[src/rtl/sync_bd_sender.sv]
// Clocked producer to four-phase bundled-data sender with synchronised ack.
// Define SYNC_BD_SENDER_SKID_EN to add a one-word skid register.
module sync_bd_sender #(
    parameter int WIDTH       = 8,
    parameter int SYNC_STAGES = 2
) (
    input  logic             clk,
    input  logic             reset,
    input  logic             in_valid,
    output logic             in_ready,
    input  logic [WIDTH-1:0] in_data,
    output logic             out_req,
    input  logic             out_ack,
    output logic [WIDTH-1:0] out_data
);

    typedef enum logic [1:0] {
        IDLE,
        SETUP,
        REQ_HI,
        REQ_LO
    } state_t;

    state_t                 state;
    logic [SYNC_STAGES-1:0] ack_sync;
    logic                   ack_s;
    logic                   xfer;

    assign ack_s = ack_sync[SYNC_STAGES-1];
    assign xfer  = in_valid && in_ready;

    always_ff @(posedge clk) begin
        if (reset) begin
            ack_sync <= '0;
        end else begin
            ack_sync <= {ack_sync[SYNC_STAGES-2:0], out_ack};
        end
    end

`ifdef SYNC_BD_SENDER_SKID_EN
    logic [WIDTH-1:0] skid;
    logic             skid_v;
    logic             leaving;

    // Leaving the return-to-zero phase counts as re-entering IDLE.
    assign leaving  = (state == REQ_LO) && !ack_s;
    assign in_ready = !reset && ((state == IDLE) || !skid_v);

    always_ff @(posedge clk) begin
        if (reset) begin
            state    <= IDLE;
            out_req  <= 1'b0;
            out_data <= '0;
            skid     <= '0;
            skid_v   <= 1'b0;
        end else begin
            unique case (state)
                IDLE: begin
                    if (xfer) begin
                        out_data <= in_data;
                        state    <= SETUP;
                    end
                end
                SETUP: begin
                    out_req <= 1'b1;
                    state   <= REQ_HI;
                end
                REQ_HI: begin
                    if (ack_s) begin
                        out_req <= 1'b0;
                        state   <= REQ_LO;
                    end
                end
                REQ_LO: begin
                    if (!ack_s) begin
                        if (skid_v) begin
                            out_data <= skid;
                            skid_v   <= 1'b0;
                            state    <= SETUP;
                        end else if (xfer) begin
                            out_data <= in_data;
                            state    <= SETUP;
                        end else begin
                            state <= IDLE;
                        end
                    end
                end
                default: state <= IDLE;
            endcase
            if (xfer && (state != IDLE) && !leaving) begin
                skid   <= in_data;
                skid_v <= 1'b1;
            end
        end
    end
`else
    assign in_ready = !reset && (state == IDLE);

    always_ff @(posedge clk) begin
        if (reset) begin
            state    <= IDLE;
            out_req  <= 1'b0;
            out_data <= '0;
        end else begin
            unique case (state)
                IDLE: begin
                    if (xfer) begin
                        out_data <= in_data;
                        state    <= SETUP;
                    end
                end
                SETUP: begin
                    out_req <= 1'b1;
                    state   <= REQ_HI;
                end
                REQ_HI: begin
                    if (ack_s) begin
                        out_req <= 1'b0;
                        state   <= REQ_LO;
                    end
                end
                REQ_LO: begin
                    if (!ack_s) begin
                        state <= IDLE;
                    end
                end
                default: state <= IDLE;
            endcase
        end
    end
`endif

endmodule

[config.mk]
export PLATFORM = sky130hd
export DESIGN_NAME = sync_bd_sender
export DESIGN_NICKNAME = d
export VERILOG_FILES = /design/src/rtl/sync_bd_sender.sv
export SDC_FILE = /design/constraint.sdc
export NUM_CORES = 1
export LEC_CHECK = 0
export ABC_AREA = 1
export CAP_MARGIN = 0
export CORE_MARGIN = 2
export CORE_UTILIZATION = 38
export DETAILED_ROUTE_END_ITERATION = 10
export PLACE_DENSITY = 0.79
export SLEW_MARGIN = 5
export SYNTH_ARGS = -nofsm -noshare
export SYNTH_HDL_FRONTEND = slang
export SYNTH_SLANG_ARGS = --single-unit
export TNS_END_PERCENT = 50
[constraint.sdc]
create_clock -name clk -period 1.15 [get_ports clk]
set_input_delay 0.1725 -clock clk [delete_from_list [all_inputs] [get_ports clk]]
set_output_delay 0.1725 -clock clk [all_outputs]
set_load 0.02 [all_outputs]
==> run summary, run 1 <==
The flow ran to the end, but the final reports show violations. The final reports fail on negative setup slack. The number of unique standard cell types used by synthesis is 15.

The finished layout holds 125 standard cells, fillers aside. The net count after synthesis is 87. The worst reg2reg path startpoint is state[1]$_SDFFE_PP0P_. The number of antenna violations at the first check in global routing came to 0.

The worst setup path is captured at a primary output. The die footprint is 0.00197 sq mm. Summing every instance area after synthesis gives 619 sq um. The final count of pins violating max slew came out at 0. The initial standard-cell utilization of the core came out at 40.6%. The master of the slowest instance on the critical path is sky130_fd_sc_hd__dfxtp_2. The transition at the pin with the smallest max-transition slack is 0.210 ns.

In this run the worst setup path terminates at in_ready. The relative contribution of the clock network to total power came out at 12.3%. The largest buffer count on any clock path came out at 2. The count of vias placed by the detailed router came out at 595.

The signal on the critical path passes through inv_2 > ha_4 > inv_2 > nor2_4 > buf_6. The library cell used most frequently in the layout, excluding fill and tap cells, is sky130_fd_sc_hd__buf_4. Data arrives at the worst endpoint at 1.08 ns.

The leakage component of the power came out at 0.482 nW. Once detailed placement completed, the half-perimeter wirelength came to 1020 um. The antenna diode count is 0. Measured along the y axis, the die boundary spans 44.4 um. The number of cells on the worst reg-to-reg path is 8. The filler cells instantiated in the layout total 146. The number of gates on the worst path with buffers counted is 5.

The CTS buffer count came out at 3. In this run the critical register-to-register path is captured at out_data[0]$_SDFFE_PP0P_. The headroom to the max-slew limit is 86.0%.

The number of placed cells counting well taps is 117. The remaining design rule violation count is 0. The fraction of power consumed by combinational cells came out at 59.0%. The minimum setup slack among reg-to-reg paths came out at -0.08 ns. STA classifies the critical path startpoint as a register. The chip width came out at 44.4 um. Global routing finished with a remaining overflow of 0. Routability-driven placement finished with a final weighted congestion of 0.738. Across the run, the number of max-cap violations was 0.

The clock transition time at the flip-flop clock pins of the worst setup and hold paths is 0.08 ns. The delay of the slowest cell on the worst path came out at 0.33 ns. The worst-case vdd ir drop came out at 1.09 mV. TritonCTS built the clock tree. The share of total power in sequential cells is 28.6%. The final layout contains routed wiring with a total length of 1440 um.

Together, buffers and inverters on the worst path number 3. The detail-routed net length per standard cell is 11.5 um. The switching share of power is 38.6%.

The largest fanout on the critical path is 2. In this run the cell area measured after placement is 931 sq um. Setup repair after global routing could not meet its margin everywhere. Leaving out fill and tap cells, the most frequent cells in the layout are 13 x sky130_fd_sc_hd__buf_4, 11 x sky130_fd_sc_hd__nand2_1, 11 x sky130_fd_sc_hd__dfxtp_1, 11 x sky130_fd_sc_hd__clkdlybuf4s50_1.

The average vias per placed instance came out at 4.76. Setup slack on the critical path of the routed design comes to -0.0995 ns. The min-delay analysis places its worst path in the category reg2reg. The cell class contributing the biggest share of worst-path delay is flip-flops.

The portion of the clock cycle consumed by the worst path in the final layout is 109%. The placement-stage worst setup slack came out at -0.382 ns. The post-route standard cell area excluding fillers came out at 0.00102 sq mm. Setup violations remaining at the end of the flow were counted as 12. The worst clock skew is 0.00238 ns. The first global-routing pass estimated 2210 um of wire. Summed over all nets, the switching power comes to 0.851 mW. The number of rows in the core area is 14.

The first TritonRoute pass finished after 2 iterations. The internal cell power came out at 1.35 mW. The net count of the finished layout came out at 126. The I/O pin count is 22. The data required time at the worst endpoint came out at 0.98 ns. For this run, the number of Yosys warnings is 0. The sequential element share of the synthesized area came out at 42.0%. The relative area change from synthesis to final layout came out at 65.3%. The number of global-route vias before repair is 590. Among the stages of the critical path, the cell type that occurs most often is sky130_fd_sc_hd__inv_2.

The insertion delay of the later-clocked pin in the worst-skew pair is 0.26 ns. The power density over the cells came out at 2150 mW/mm^2. The count of state elements after synthesis came out at 13.

The remaining antenna violation count is 0. The number of clock sinks seen by CTS came out at 13. Global routing used 15.0% of the available tracks.

Power comes to 2.20 mW. The detailed router's first-iteration violation count is 4. The mean cell area of the mapped netlist is 8.72 sq um.

The floorplan step defined a core boundary enclosing 0.00152 sq mm. Tracing the worst setup path back leads to its startpoint at state[1]$_SDFFE_PP0P_. The critical path is of the reg2out type. The fraction of final layout cells sized beyond drive strength 1 is 45.0%.

The largest net degree at the start of global routing is 11. Clock tree synthesis selected as its root buffer the cell sky130_fd_sc_hd__clkbuf_4. The final hold violation count came out at 0. The count of mapped cells out of synthesis came out at 71. During placement, the flow inserted port buffers numbering 21. The maximum clock frequency is 800 MHz. The final critical-path required period came out at 1.25 ns. The depth of the CTS H-tree came out at 1.
[metal layers]
layer  global-route usage (%)  up-vias  wire length, um
li1                         -      304                -
met1                     15.3      274              579
met2                     28.2       17              778
met3                     4.90        0               79
met4                     5.45        0                0
met5                        0        -                0
[final cells by class]
type / instances / area (sq um) / area share [%]
Sequential cell: 13 / 263 / 25.7
Timing Repair Buffer: 35 / 305 / 29.8
Multi-Input combinational cell: 47 / 355 / 34.7
Clock buffer: 4 / 26.3 / 2.57
Inverter: 10 / 53.8 / 5.26
Tap cell: 16 / 20.0 / 1.96
[kinds of logic after synthesis]
group                    synth area share [%]
AO/OA/AOI/OAI                            4.24
adder cells (fa/ha/maj)                  8.08
buffers and inverters                    9.50
flip-flops                               42.0
AND/OR/NAND/NOR                          36.2
[metrics by stage]
| stage | util (%) | setup TNS (ns) | hold slack, ns |
|---|---|---|---|
| 6_report | 67.2 | -0.729 | 0.404 |
| 3_5_place_dp | 61.1 | -1.87 | 0.397 |
| 3_3_place_gp | 61.1 | -1.80 | 0.392 |
| 5_1_grt | 67.2 | -1.56 | 0.427 |
| 2_1_floorplan | - | -0.405 | 0.244 |
| 4_1_cts | 62.5 | -0.863 | 0.409 |
[synthesized netlist by cell type]
cell type | instances | share of area [%]
sky130_fd_sc_hd__a21oi_1 | 2 | 1.6
sky130_fd_sc_hd__a22oi_1 | 1 | 1.2
sky130_fd_sc_hd__buf_4 | 1 | 1.2
sky130_fd_sc_hd__bufinv_8 | 1 | 2.8
sky130_fd_sc_hd__dfxtp_1 | 13 | 42
sky130_fd_sc_hd__ha_1 | 4 | 8.1
sky130_fd_sc_hd__inv_1 | 8 | 4.8
sky130_fd_sc_hd__inv_2 | 1 | 0.61
sky130_fd_sc_hd__nand2_1 | 13 | 7.9
sky130_fd_sc_hd__nand2_4 | 1 | 1.8
sky130_fd_sc_hd__nand3_1 | 10 | 8.1
sky130_fd_sc_hd__nand3_2 | 8 | 13
sky130_fd_sc_hd__nor2_1 | 6 | 3.6
sky130_fd_sc_hd__nor2_4 | 1 | 1.8
sky130_fd_sc_hd__o21ai_2 | 1 | 1.4
[worst min-delay path: cells and delay by family (launching register included)]
kind	cells	cell delay (ns)
AND/OR/NAND/NOR	1	0.03
flip-flops	1	0.30
buffers and inverters	1	0.04
[sequential cells by signal, indices dropped and copies added (netlist names)]
signal and count:
ack_sync 2, out_data 8, out_req 1, state 2
[power by group through the flow]
stage | Clock, mW | Combinational [mW] | Sequential (mW)
finish | 0.271 | 1.30 | 0.631
global route | 0.305 | 1.41 | 0.643
CTS | 0.284 | 1.05 | 0.627
detailed placement | 0 | 1.08 | 0.634
global placement | 0 | 1.04 | 0.630
floorplan | 0 | 0.508 | 0.722
[repair_timing]
item / CTS / global route
resized for setup: 17 / 25
pin swaps: 0 / 6
buffers inserted: 0 / 4
setup endpoints to repair: 21 / 21
hold buffers: 0 / 0
[worst min path at each step]
stage                                start  slack [ns]  cells past startpoint                     end
global placement    ack_sync[0]$_SDFF_PP0_        0.39                      2  ack_sync[1]$_SDFF_PP0_
floorplan                            reset        0.24                      1  ack_sync[0]$_SDFF_PP0_
finish              ack_sync[0]$_SDFF_PP0_        0.40                      2  ack_sync[1]$_SDFF_PP0_
CTS                 ack_sync[0]$_SDFF_PP0_        0.41                      2  ack_sync[1]$_SDFF_PP0_
detailed placement  ack_sync[0]$_SDFF_PP0_        0.40                      2  ack_sync[1]$_SDFF_PP0_
global route        ack_sync[0]$_SDFF_PP0_        0.43                      2  ack_sync[1]$_SDFF_PP0_
Power figures use the tool's default switching activity.
==> inputs of run 2 (changes only) <==
--- a/config.mk
+++ b/config.mk
@@ -10,6 +10,7 @@
 export CORE_MARGIN = 2
 export CORE_UTILIZATION = 38
 export DETAILED_ROUTE_END_ITERATION = 10
+export GPL_TIMING_DRIVEN = 1
 export PLACE_DENSITY = 0.79
 export SLEW_MARGIN = 5
 export SYNTH_ARGS = -nofsm -noshare
==> results of run 2 <==
No change in the layout: final DEF, timing and power equal those of run 1.
